--- src/rtl/sal_axi_arb_pkg.sv ---
// Shared types for the two-master AXI arbiter: master index, AR/AW payload
// layout and the position of the master tag bit inside the ID.
package sal_axi_arb_pkg;

    localparam int AXI_ID_WIDTH   = 4;
    localparam int AXI_ADDR_WIDTH = 32;
    localparam int TAG_BIT        = AXI_ID_WIDTH - 1;

    typedef logic master_idx_t;

    typedef struct packed {
        logic [AXI_ADDR_WIDTH-1:0] addr;
        logic [AXI_ID_WIDTH-1:0]   id;
        logic [7:0]                len;
        logic [2:0]                size;
        logic [1:0]                burst;
    } ax_payload_t;

    localparam int AX_PAYLOAD_W = $bits(ax_payload_t);

    // Whatever the master put in the top ID bit is replaced by its port index.
    function automatic ax_payload_t tag_payload(ax_payload_t p, master_idx_t idx);
        ax_payload_t t;
        t = p;
        t.id[TAG_BIT] = idx;
        return t;
    endfunction

endpackage

--- src/rtl/sal_axi_arb_slice.sv ---
// Round-robin arbiter for two address channels feeding a 1-entry register
// slice; used for both AR and AW.
module sal_axi_arb_slice
    import sal_axi_arb_pkg::*;
(
    input  logic                    clk,
    input  logic                    rst,
    input  logic                    accept_en,
    input  logic                    m0_valid,
    input  logic [AX_PAYLOAD_W-1:0] m0_payload,
    output logic                    m0_ready,
    input  logic                    m1_valid,
    input  logic [AX_PAYLOAD_W-1:0] m1_payload,
    output logic                    m1_ready,
    output logic                    s_valid,
    output logic [AX_PAYLOAD_W-1:0] s_payload,
    input  logic                    s_ready
);

    master_idx_t rr_ptr;
    logic        slice_valid;
    ax_payload_t slice_payload;
    logic        can_accept;
    logic        grant;
    master_idx_t grant_idx;
    ax_payload_t sel_payload;

    // The slot frees up when empty or when its current entry is leaving this cycle.
    assign can_accept  = accept_en & (~slice_valid | s_ready);
    assign grant_idx   = (m0_valid & m1_valid) ? rr_ptr : m1_valid;
    assign grant       = can_accept & (m0_valid | m1_valid);
    assign m0_ready    = grant & ~grant_idx;
    assign m1_ready    = grant & grant_idx;
    assign sel_payload = grant_idx ? ax_payload_t'(m1_payload) : ax_payload_t'(m0_payload);

    always_ff @(posedge clk) begin
        if (rst) begin
            rr_ptr        <= 1'b0;
            slice_valid   <= 1'b0;
            slice_payload <= '0;
        end else if (grant) begin
            slice_valid   <= 1'b1;
            slice_payload <= tag_payload(sel_payload, grant_idx);
            rr_ptr        <= ~grant_idx;
        end else if (s_ready) begin
            slice_valid   <= 1'b0;
        end
    end

    assign s_valid   = slice_valid;
    assign s_payload = slice_payload;

endmodule

--- src/rtl/sal_axi_arb.sv ---
// Two-master to one-slave AXI arbiter in front of the DDR controller: round-robin
// AR/AW with register slices, W steered in AW-grant order, R/B routed by ID tag.
module sal_axi_arb
    import sal_axi_arb_pkg::*;
#(
    parameter int ID_WIDTH        = AXI_ID_WIDTH,
    parameter int WORD_FIFO_DEPTH = 4,
    parameter int DATA_WIDTH      = 32
) (
    input  logic                      clk,
    input  logic                      rst,

    input  logic                      m0_arvalid,
    output logic                      m0_arready,
    input  logic [AXI_ADDR_WIDTH-1:0] m0_araddr,
    input  logic [ID_WIDTH-1:0]       m0_arid,
    input  logic [7:0]                m0_arlen,
    input  logic [2:0]                m0_arsize,
    input  logic [1:0]                m0_arburst,
    input  logic                      m0_awvalid,
    output logic                      m0_awready,
    input  logic [AXI_ADDR_WIDTH-1:0] m0_awaddr,
    input  logic [ID_WIDTH-1:0]       m0_awid,
    input  logic [7:0]                m0_awlen,
    input  logic [2:0]                m0_awsize,
    input  logic [1:0]                m0_awburst,
    input  logic                      m0_wvalid,
    output logic                      m0_wready,
    input  logic [DATA_WIDTH-1:0]     m0_wdata,
    input  logic [DATA_WIDTH/8-1:0]   m0_wstrb,
    input  logic                      m0_wlast,
    output logic                      m0_rvalid,
    input  logic                      m0_rready,
    output logic [ID_WIDTH-1:0]       m0_rid,
    output logic [DATA_WIDTH-1:0]     m0_rdata,
    output logic [1:0]                m0_rresp,
    output logic                      m0_rlast,
    output logic                      m0_bvalid,
    input  logic                      m0_bready,
    output logic [ID_WIDTH-1:0]       m0_bid,
    output logic [1:0]                m0_bresp,

    input  logic                      m1_arvalid,
    output logic                      m1_arready,
    input  logic [AXI_ADDR_WIDTH-1:0] m1_araddr,
    input  logic [ID_WIDTH-1:0]       m1_arid,
    input  logic [7:0]                m1_arlen,
    input  logic [2:0]                m1_arsize,
    input  logic [1:0]                m1_arburst,
    input  logic                      m1_awvalid,
    output logic                      m1_awready,
    input  logic [AXI_ADDR_WIDTH-1:0] m1_awaddr,
    input  logic [ID_WIDTH-1:0]       m1_awid,
    input  logic [7:0]                m1_awlen,
    input  logic [2:0]                m1_awsize,
    input  logic [1:0]                m1_awburst,
    input  logic                      m1_wvalid,
    output logic                      m1_wready,
    input  logic [DATA_WIDTH-1:0]     m1_wdata,
    input  logic [DATA_WIDTH/8-1:0]   m1_wstrb,
    input  logic                      m1_wlast,
    output logic                      m1_rvalid,
    input  logic                      m1_rready,
    output logic [ID_WIDTH-1:0]       m1_rid,
    output logic [DATA_WIDTH-1:0]     m1_rdata,
    output logic [1:0]                m1_rresp,
    output logic                      m1_rlast,
    output logic                      m1_bvalid,
    input  logic                      m1_bready,
    output logic [ID_WIDTH-1:0]       m1_bid,
    output logic [1:0]                m1_bresp,

    output logic                      s_arvalid,
    input  logic                      s_arready,
    output logic [AXI_ADDR_WIDTH-1:0] s_araddr,
    output logic [ID_WIDTH-1:0]       s_arid,
    output logic [7:0]                s_arlen,
    output logic [2:0]                s_arsize,
    output logic [1:0]                s_arburst,
    output logic                      s_awvalid,
    input  logic                      s_awready,
    output logic [AXI_ADDR_WIDTH-1:0] s_awaddr,
    output logic [ID_WIDTH-1:0]       s_awid,
    output logic [7:0]                s_awlen,
    output logic [2:0]                s_awsize,
    output logic [1:0]                s_awburst,
    output logic                      s_wvalid,
    input  logic                      s_wready,
    output logic [DATA_WIDTH-1:0]     s_wdata,
    output logic [DATA_WIDTH/8-1:0]   s_wstrb,
    output logic                      s_wlast,
    input  logic                      s_rvalid,
    output logic                      s_rready,
    input  logic [ID_WIDTH-1:0]       s_rid,
    input  logic [DATA_WIDTH-1:0]     s_rdata,
    input  logic [1:0]                s_rresp,
    input  logic                      s_rlast,
    input  logic                      s_bvalid,
    output logic                      s_bready,
    input  logic [ID_WIDTH-1:0]       s_bid,
    input  logic [1:0]                s_bresp
);

    localparam int PTR_W = $clog2(WORD_FIFO_DEPTH);
    localparam int CNT_W = PTR_W + 1;
    localparam logic [CNT_W-1:0] FIFO_FULL_COUNT = CNT_W'(WORD_FIFO_DEPTH);

    ax_payload_t m0_ar_p, m1_ar_p, s_ar_p;
    ax_payload_t m0_aw_p, m1_aw_p, s_aw_p;
    logic [AX_PAYLOAD_W-1:0] s_ar_vec, s_aw_vec;

    assign m0_ar_p = '{addr: m0_araddr, id: m0_arid, len: m0_arlen, size: m0_arsize, burst: m0_arburst};
    assign m1_ar_p = '{addr: m1_araddr, id: m1_arid, len: m1_arlen, size: m1_arsize, burst: m1_arburst};
    assign m0_aw_p = '{addr: m0_awaddr, id: m0_awid, len: m0_awlen, size: m0_awsize, burst: m0_awburst};
    assign m1_aw_p = '{addr: m1_awaddr, id: m1_awid, len: m1_awlen, size: m1_awsize, burst: m1_awburst};

    sal_axi_arb_slice u_ar_slice (
        .clk        (clk),
        .rst        (rst),
        .accept_en  (1'b1),
        .m0_valid   (m0_arvalid),
        .m0_payload (m0_ar_p),
        .m0_ready   (m0_arready),
        .m1_valid   (m1_arvalid),
        .m1_payload (m1_ar_p),
        .m1_ready   (m1_arready),
        .s_valid    (s_arvalid),
        .s_payload  (s_ar_vec),
        .s_ready    (s_arready)
    );

    logic        fifo_full;
    logic        fifo_empty;
    logic        aw_accept_en;
    logic        w_pop;
    logic        aw_push;
    master_idx_t aw_push_idx;

    sal_axi_arb_slice u_aw_slice (
        .clk        (clk),
        .rst        (rst),
        .accept_en  (aw_accept_en),
        .m0_valid   (m0_awvalid),
        .m0_payload (m0_aw_p),
        .m0_ready   (m0_awready),
        .m1_valid   (m1_awvalid),
        .m1_payload (m1_aw_p),
        .m1_ready   (m1_awready),
        .s_valid    (s_awvalid),
        .s_payload  (s_aw_vec),
        .s_ready    (s_awready)
    );

    assign s_ar_p    = s_ar_vec;
    assign s_araddr  = s_ar_p.addr;
    assign s_arid    = s_ar_p.id;
    assign s_arlen   = s_ar_p.len;
    assign s_arsize  = s_ar_p.size;
    assign s_arburst = s_ar_p.burst;
    assign s_aw_p    = s_aw_vec;
    assign s_awaddr  = s_aw_p.addr;
    assign s_awid    = s_aw_p.id;
    assign s_awlen   = s_aw_p.len;
    assign s_awsize  = s_aw_p.size;
    assign s_awburst = s_aw_p.burst;

    // Write-order FIFO: one entry per granted AW whose W burst has not finished.
    logic [WORD_FIFO_DEPTH-1:0] order_mem;
    logic [PTR_W-1:0]           wr_ptr;
    logic [PTR_W-1:0]           rd_ptr;
    logic [CNT_W-1:0]           count;
    master_idx_t                head;

    assign fifo_full    = (count == FIFO_FULL_COUNT);
    assign fifo_empty   = (count == '0);
    assign head         = order_mem[rd_ptr];
    assign aw_push      = m0_awready | m1_awready;
    assign aw_push_idx  = m1_awready;
    assign w_pop        = s_wvalid & s_wready & s_wlast;
    // A finishing burst frees its slot in the same cycle, so a full FIFO can still take a grant.
    assign aw_accept_en = ~fifo_full | w_pop;

    always_ff @(posedge clk) begin
        if (rst) begin
            wr_ptr <= '0;
            rd_ptr <= '0;
            count  <= '0;
        end else begin
            if (aw_push) begin
                order_mem[wr_ptr] <= aw_push_idx;
                wr_ptr            <= wr_ptr + 1'b1;
            end
            if (w_pop) begin
                rd_ptr <= rd_ptr + 1'b1;
            end
            case ({aw_push, w_pop})
                2'b10:   count <= count + 1'b1;
                2'b01:   count <= count - 1'b1;
                default: count <= count;
            endcase
        end
    end

    assign s_wvalid  = ~fifo_empty & (head ? m1_wvalid : m0_wvalid);
    assign s_wdata   = head ? m1_wdata : m0_wdata;
    assign s_wstrb   = head ? m1_wstrb : m0_wstrb;
    assign s_wlast   = head ? m1_wlast : m0_wlast;
    assign m0_wready = ~fifo_empty & ~head & s_wready;
    assign m1_wready = ~fifo_empty &  head & s_wready;

    // Responses go back to whichever master the tag bit of the returned ID names.
    logic r_tgt;
    logic b_tgt;

    assign r_tgt     = s_rid[ID_WIDTH-1];
    assign m0_rvalid = s_rvalid & ~r_tgt;
    assign m1_rvalid = s_rvalid &  r_tgt;
    assign s_rready  = r_tgt ? m1_rready : m0_rready;
    assign m0_rid    = {1'b0, s_rid[ID_WIDTH-2:0]};
    assign m1_rid    = {1'b0, s_rid[ID_WIDTH-2:0]};
    assign m0_rdata  = s_rdata;
    assign m1_rdata  = s_rdata;
    assign m0_rresp  = s_rresp;
    assign m1_rresp  = s_rresp;
    assign m0_rlast  = s_rlast;
    assign m1_rlast  = s_rlast;

    assign b_tgt     = s_bid[ID_WIDTH-1];
    assign m0_bvalid = s_bvalid & ~b_tgt;
    assign m1_bvalid = s_bvalid &  b_tgt;
    assign s_bready  = b_tgt ? m1_bready : m0_bready;
    assign m0_bid    = {1'b0, s_bid[ID_WIDTH-2:0]};
    assign m1_bid    = {1'b0, s_bid[ID_WIDTH-2:0]};
    assign m0_bresp  = s_bresp;
    assign m1_bresp  = s_bresp;

    a_m0_arid_tag: assert property (@(posedge clk) disable iff (rst)
        (m0_arvalid && m0_arready) |-> !m0_arid[ID_WIDTH-1]);
    a_m1_arid_tag: assert property (@(posedge clk) disable iff (rst)
        (m1_arvalid && m1_arready) |-> !m1_arid[ID_WIDTH-1]);
    a_m0_awid_tag: assert property (@(posedge clk) disable iff (rst)
        (m0_awvalid && m0_awready) |-> !m0_awid[ID_WIDTH-1]);
    a_m1_awid_tag: assert property (@(posedge clk) disable iff (rst)
        (m1_awvalid && m1_awready) |-> !m1_awid[ID_WIDTH-1]);

endmodule

--- config.mk ---
export PLATFORM = sky130hd
export DESIGN_NAME = sal_axi_arb
export DESIGN_NICKNAME = d
export VERILOG_FILES = /design/src/rtl/sal_axi_arb_pkg.sv /design/src/rtl/sal_axi_arb_slice.sv /design/src/rtl/sal_axi_arb.sv
export SDC_FILE = /design/constraint.sdc
export NUM_CORES = 1
export LEC_CHECK = 0
export ABC_AREA = 1
export CAP_MARGIN = 15
export CORE_AREA = 5 5 218 220
export DETAILED_ROUTE_END_ITERATION = 6
export DIE_AREA = 0 0 223 225
export GPL_TIMING_DRIVEN = 0
export PLACE_DENSITY = 0.51
export SKIP_CTS_REPAIR_TIMING = 1
export SLEW_MARGIN = 25
export SYNTH_ARGS = -nofsm -noshare
export SYNTH_HDL_FRONTEND = slang
export SYNTH_HIERARCHICAL = 1
export SYNTH_SLANG_ARGS = --single-unit
--- constraint.sdc ---
create_clock -name clk -period 3 [get_ports clk]
set_input_delay 0.6 -clock clk [delete_from_list [all_inputs] [get_ports clk]]
set_output_delay 0.6 -clock clk [all_outputs]
set_load 0.02 [all_outputs]
==> impl_metrics.yaml <==
global_route:
  grt_pass1_wl_um: 52850
  grt_pass1_vias: 8715
  overflow: 0
  globalRouteTotalUtil_pct: 13.61
  grt_max_degree: 17
  antenna_found_initial: 0
place:
  dpl_cell_area_um2: 12790
  portBuffers: 520
  post-dp-hpwl_um: 30290
  place.gp.congestion: 0.8899
  preCtsSetupSlack_ns: -1.038
clock_tree:
  cts_buffers: 17
  clock_latency_ns: 0.43
  cts_tree: "yes"
  clock_path_buffers: 2
  htreeDepth: 4
  cts_root_buf: "clkbuf_16"
  clock-sinks: 113
  clkTransAtPathRegs_ns: 0.06
setup_path:
  cp-start-kind: "input port"
  crit_chain: "clkdlybuf4s50_1 -> nand2_1 -> nand2_1 -> buf_2 -> inv_1 -> nor2_4 -> buf_2"
  r2r_slack_ns: 0.23
  cp_slowest_cell: "clkdlybuf4s50_1"
  worst-r2r-cell-count: 18
  r2r_start: "rd_ptr[1]"
  worst_setup_path_end_kind: "primary output"
  worstPathRequired_ns: 2.40
  cp_max_fo: 10
  max_stage_delay_ns: 0.47
  path_class: "input port to primary output"
  r2r-end: "count[2]"
  critPathArrivalTime_ns: 2.32
power_and_ir_drop:
  netSwitchingFraction_pct: 32.26
  powerDensity_nw_per_um2: 445.5
  peakVddDrop_mv: 0.2538
  sequentialPowerShare_pct: 28.4
  cell_internal_pwr_w: 0.004090
  p_switching_w: 0.001948
  p_leak_nw: 5.884
  pwr-share-clk_pct: 34.9
  pwr-share-comb_pct: 36.7
sta:
  hold_viol_final: 0
  skew_ns: 0.009327
  fmax_mhz: 342.0
  worst_hold_slack_ns: 0.4569
  fin_crit_sh_pct: 97.47
  final.setup.worst_slack_ns: 0.07602
  worst_slew_pin_slew_ns: 0.5666
  slew_violations: 0
  max_slew_margin_pct: 62.23
  period_minus_slack_ns: 2.924
  setup_viol: 0
  rsz0062_at_grt: "yes"
  finalSetupTns_ns: 0
floorplan:
  fp-row-count: 78
  initial_core_util_pct: 15.14
  io_pins: 572
  core_um2: 45090
  die_w_um: 223
  die_h_um: 225
  die_area_um2: 50180
drt:
  wl_per_cell_um: 16.71
  num_vias: 8363
  first_pass_iters: 5
  drtAntennaViolNets: 0
  drt_wl_total_um: 36080
  drc: 0
  detail_route.vias_per_cell: 3.874
  drt_iter0_drc: 333
logic_synthesis:
  seq_area_frac_synth_pct: 33.72
  synth-seq-cells: 113
  netlist_instances: 997
  synth_area_um2: 6827
  syn_avg_cell_area_um2: 6.847
  synth_warnings: 6
  synth.distinct_cells: 28
layout:
  mostFrequentLayoutCells: "clkdlybuf4s50_1 (498), nand2_1 (406), dfxtp_1 (108)"
  drive_above_1_share_pct: 14.37
  diodes: 0
  area_delta_synth_final_pct: 98.53
  final.fill_count: 4914
  fin_nets: 1884
  layout_commonest_cell: "clkdlybuf4s50_1"
  stdcell_area_um2: 13550
hold_path:
  min_to: "count[0]"
  hold_depth: 1
  worstHoldPathType: "register to register"
  hp-start: "count[0]"
job:
  maxCapViolCount: 0
run_status:
  status: "complete, no violations"
-- kinds of logic (layout without fill, tap and decap cells) --
family	Yosys count	after routing	synth area share [%]
compound gates	113	113	8.358
simple gates	535	535	32.29
mux	38	38	7.258
flops	113	113	33.72
other cells	2	5	0.1100
buf+inv	189	748	16.92
fa+ha+maj	6	6	1.210
xor+xnor	1	1	0.1283
-- critical path, delay by kind of cell --
| kind | cells | cell delay (ns) |
|---|---|---|
| buffers and inverters | 4 | 1.07 |
| AND/OR/NAND/NOR | 3 | 0.64 |
-- cell type report --
type	count	area, µm²	share of cell area (%)
timing repair buffer	527	5296	39.08
buffer	156	1042	7.690
clock inverter	11	126.4	0.9324
multi-input combinational	698	3426	25.28
sequential	113	2306	17.01
inverter	33	123.9	0.9140
clock buffer	21	481.7	3.554
tap	600	750.7	5.539
-- metal layers --
layer	part of all wire [%]	global-route usage (%)	wire length, µm
met1	38	14.61	13570
met2	50	23.98	17870
met3	10	5.627	3598
met4	2.9	5.198	1043
met5	0	0	0
-- per-stage QoR --
step / std cells / power [W] / util (%)
2_1_floorplan: 1000 / 0.002810 / -
3_3_place_gp: 2120 / 0.003943 / 28.37
3_5_place_dp: 2120 / 0.003951 / 28.37
4_1_cts: 2152 / 0.006137 / 29.72
5_1_grt: 2159 / 0.006376 / 30.06
6_report: 2159 / 0.006038 / 30.06
-- worst max path at each step --
stage                    start         end  slack [ns]
floorplan            rd_ptr[0]    count[2]        0.02
global placement      m1_wlast    count[2]       -0.93
detailed placement    m1_wlast    count[2]       -1.04
CTS                  rd_ptr[0]  m0_awready       -0.98
global route        m0_awvalid  m0_awready       -0.03
finish              m0_awvalid  m0_awready        0.08
-- state kept, by name, summed over array words and instances, names as in the netlist --
signal and count:
u_ar_slice/rr_ptr 1, order_mem 4, u_aw_slice/s_valid 1, count 3, u_aw_slice/rr_ptr 1, u_ar_slice/s_payload 49
wr_ptr 2, u_ar_slice/s_valid 1, rd_ptr 2, u_aw_slice/s_payload 49
-- cell usage after synthesis, drive strengths merged --
| cell type | number | area (µm²) |
|---|---|---|
| fa | 1 | 20.02 |
| ha | 5 | 62.56 |
| nand2 | 409 | 1548 |
| nand3 | 104 | 550.5 |
| nor2 | 15 | 58.81 |
| inv | 33 | 123.9 |
| nand4 | 4 | 25.02 |
| clkbuf | 30 | 112.6 |
| dfxtp | 109 | 2182 |
| o21bai | 2 | 15.01 |
| o21ai | 6 | 30.03 |
| xor2 | 1 | 8.760 |
| buf | 126 | 918.4 |
| a21oi | 105 | 525.5 |
| mux2 | 38 | 495.5 |
| conb | 2 | 7.510 |
| edfxtp | 4 | 120.1 |
| nor3b | 3 | 22.52 |
-- power by group through the flow --
| stage | clock [W] | combinational [W] | sequential, W |
|---|---|---|---|
| floorplan | 0 | 0.000944 | 0.00187 |
| global placement | 0 | 0.00220 | 0.00174 |
| detailed placement | 0 | 0.00220 | 0.00175 |
| CTS | 0.00220 | 0.00222 | 0.00172 |
| global route | 0.00226 | 0.00238 | 0.00173 |
| finish | 0.00211 | 0.00222 | 0.00171 |
(Power assumes the default switching activity.)
==> edit: new RTL, same settings <==
Change the package constant `AXI_ADDR_WIDTH` from 32 to 48.
--- a/src/rtl/sal_axi_arb_pkg.sv
+++ b/src/rtl/sal_axi_arb_pkg.sv
@@ -4,5 +4,5 @@
 
     localparam int AXI_ID_WIDTH   = 4;
-    localparam int AXI_ADDR_WIDTH = 32;
+    localparam int AXI_ADDR_WIDTH = 48;
     localparam int TAG_BIT        = AXI_ID_WIDTH - 1;
 
Ports: changed (6 resized); port bits go from 572 to 668. The function was not compared with the original's and may differ.
==> edit against the unedited design <==
Total power grew 18%; worst setup slack gained 0.084 ns; synthesized area grew 24%; wire length grew 28%; sequential cell count grew 32; highest routed layer is now met5; final area grew 19%; combinational power grew 19%; sequential power grew 28%; largest cell class unchanged.
==> edit: results (changes against the unedited design) <==
[finish]
ff_latch_area_sq_mm = 0.002944  ; +28%
layout.non_clock_buffers = 799  ; +17%
antennaDiodeCount = 3  ; +3
fillers = 4818  ; -2.0%
num-nets-final = 2288  ; +21%
n_clock_buffer = 23  ; +9.5%
non_clock_buffer_share = 0.4642  ; -0.003447
final_layout_size_suffix_gt1_frac = 0.1285  ; -0.01519
nMultiInputCombCells = 890  ; +28%

[global_route]
grt_pass1_vias = 10660  ; +22%
antenna_violations_before_repair = 6  ; +6
met3_usage = 0.06305  ; +0.006773
wire_length_of_the_first_global_routing_pass_mm = 67.59  ; +28%
grt.met1_usage = 0.2057  ; +0.05960

[route]
totalWireLength_mm = 46.11  ; +28%
detailroute.wirelength.met3_mm = 3.835  ; +6.6%
number_of_drc_markers_in_iteration_0 = 404  ; +21%
highest_routed_metal_layer = met5
route.layer.met1.wl_mm = 19.09  ; +41%
routed-via-count = 10350  ; +24%
vias_per_cell = 4.136  ; +6.8%

[logic_synthesis]
synth_adder_area_share = 0.009752  ; -0.002345
synth_cell_type_count = 27  ; -3.6%
synth_compound_gate_area_share = 0.08629  ; +0.002711
syn_avg_cell_area_sq_um = 6.813  ; -0.50%
synth.mux.area_fraction = 0.05851  ; -0.01407
synth.ff_latch_count = 145  ; +28%
synth.top_cells.by_count = 534 x sky130_fd_sc_hd__nand2_1, 141 x sky130_fd_sc_hd__dfxtp_1, 137 x sky130_fd_sc_hd__a21oi_1
yosys.area_share.xor_xnor = 0.001034  ; -0.0002487

[place]
gp_congestion = 0.9743  ; +9.5%
placedCellCount = 2462  ; +16%
detailedPlacementHpwl_mm = 39.33  ; +30%
detailed_place.area_sq_mm = 0.01540  ; +20%
dpl_worst_slack_ns = -0.7696  ; +0.2682 ns

[power_and_ir_drop]
ir_drop_v = 0.0002715  ; +7.0%
power_drawn_by_the_combinational_cells_w = 0.00264  ; +19%
clk-power_w = 0.00228  ; +8%
total_power_w = 0.007115  ; +18%
leakagePower_nw = 7.183  ; +22%
power.switching_fraction = 0.3160  ; -0.006665

[timing]
fin_worst_skew_ns = 0.01114  ; +0.001814 ns
tightest_slew_ns = 0.8738  ; +0.3072 ns

[critical_path]
critical_path_arrival_ns = 2.24  ; -0.08 ns
timing.reg2reg.setup_slack_ns = 0.27  ; +0.04 ns
endpoint = s_wdata[16]

[outcome]
status = completed

edit: cell types whose count changed after synthesis, moves of 8 or more:
cell	unedited run	this run
sky130_fd_sc_hd__nand3_1	98	130
sky130_fd_sc_hd__a21oi_1	105	137
sky130_fd_sc_hd__nand2_1	406	534
sky130_fd_sc_hd__dfxtp_1	109	141
sky130_fd_sc_hd__buf_2	26	36
sky130_fd_sc_hd__buf_4	93	105
sky130_fd_sc_hd__buf_6	2	10
edit: critical path, cell delays in order (launching register included):
cell and delay, ns:
sky130_fd_sc_hd__dfxtp_2 0.37, sky130_fd_sc_hd__inv_1 0.08, sky130_fd_sc_hd__nand2_1 0.07, sky130_fd_sc_hd__nand3_2 0.10, sky130_fd_sc_hd__nand2_4 0.12, sky130_fd_sc_hd__buf_12 0.14, sky130_fd_sc_hd__mux2_2 0.35, sky130_fd_sc_hd__clkdlybuf4s50_1 0.55
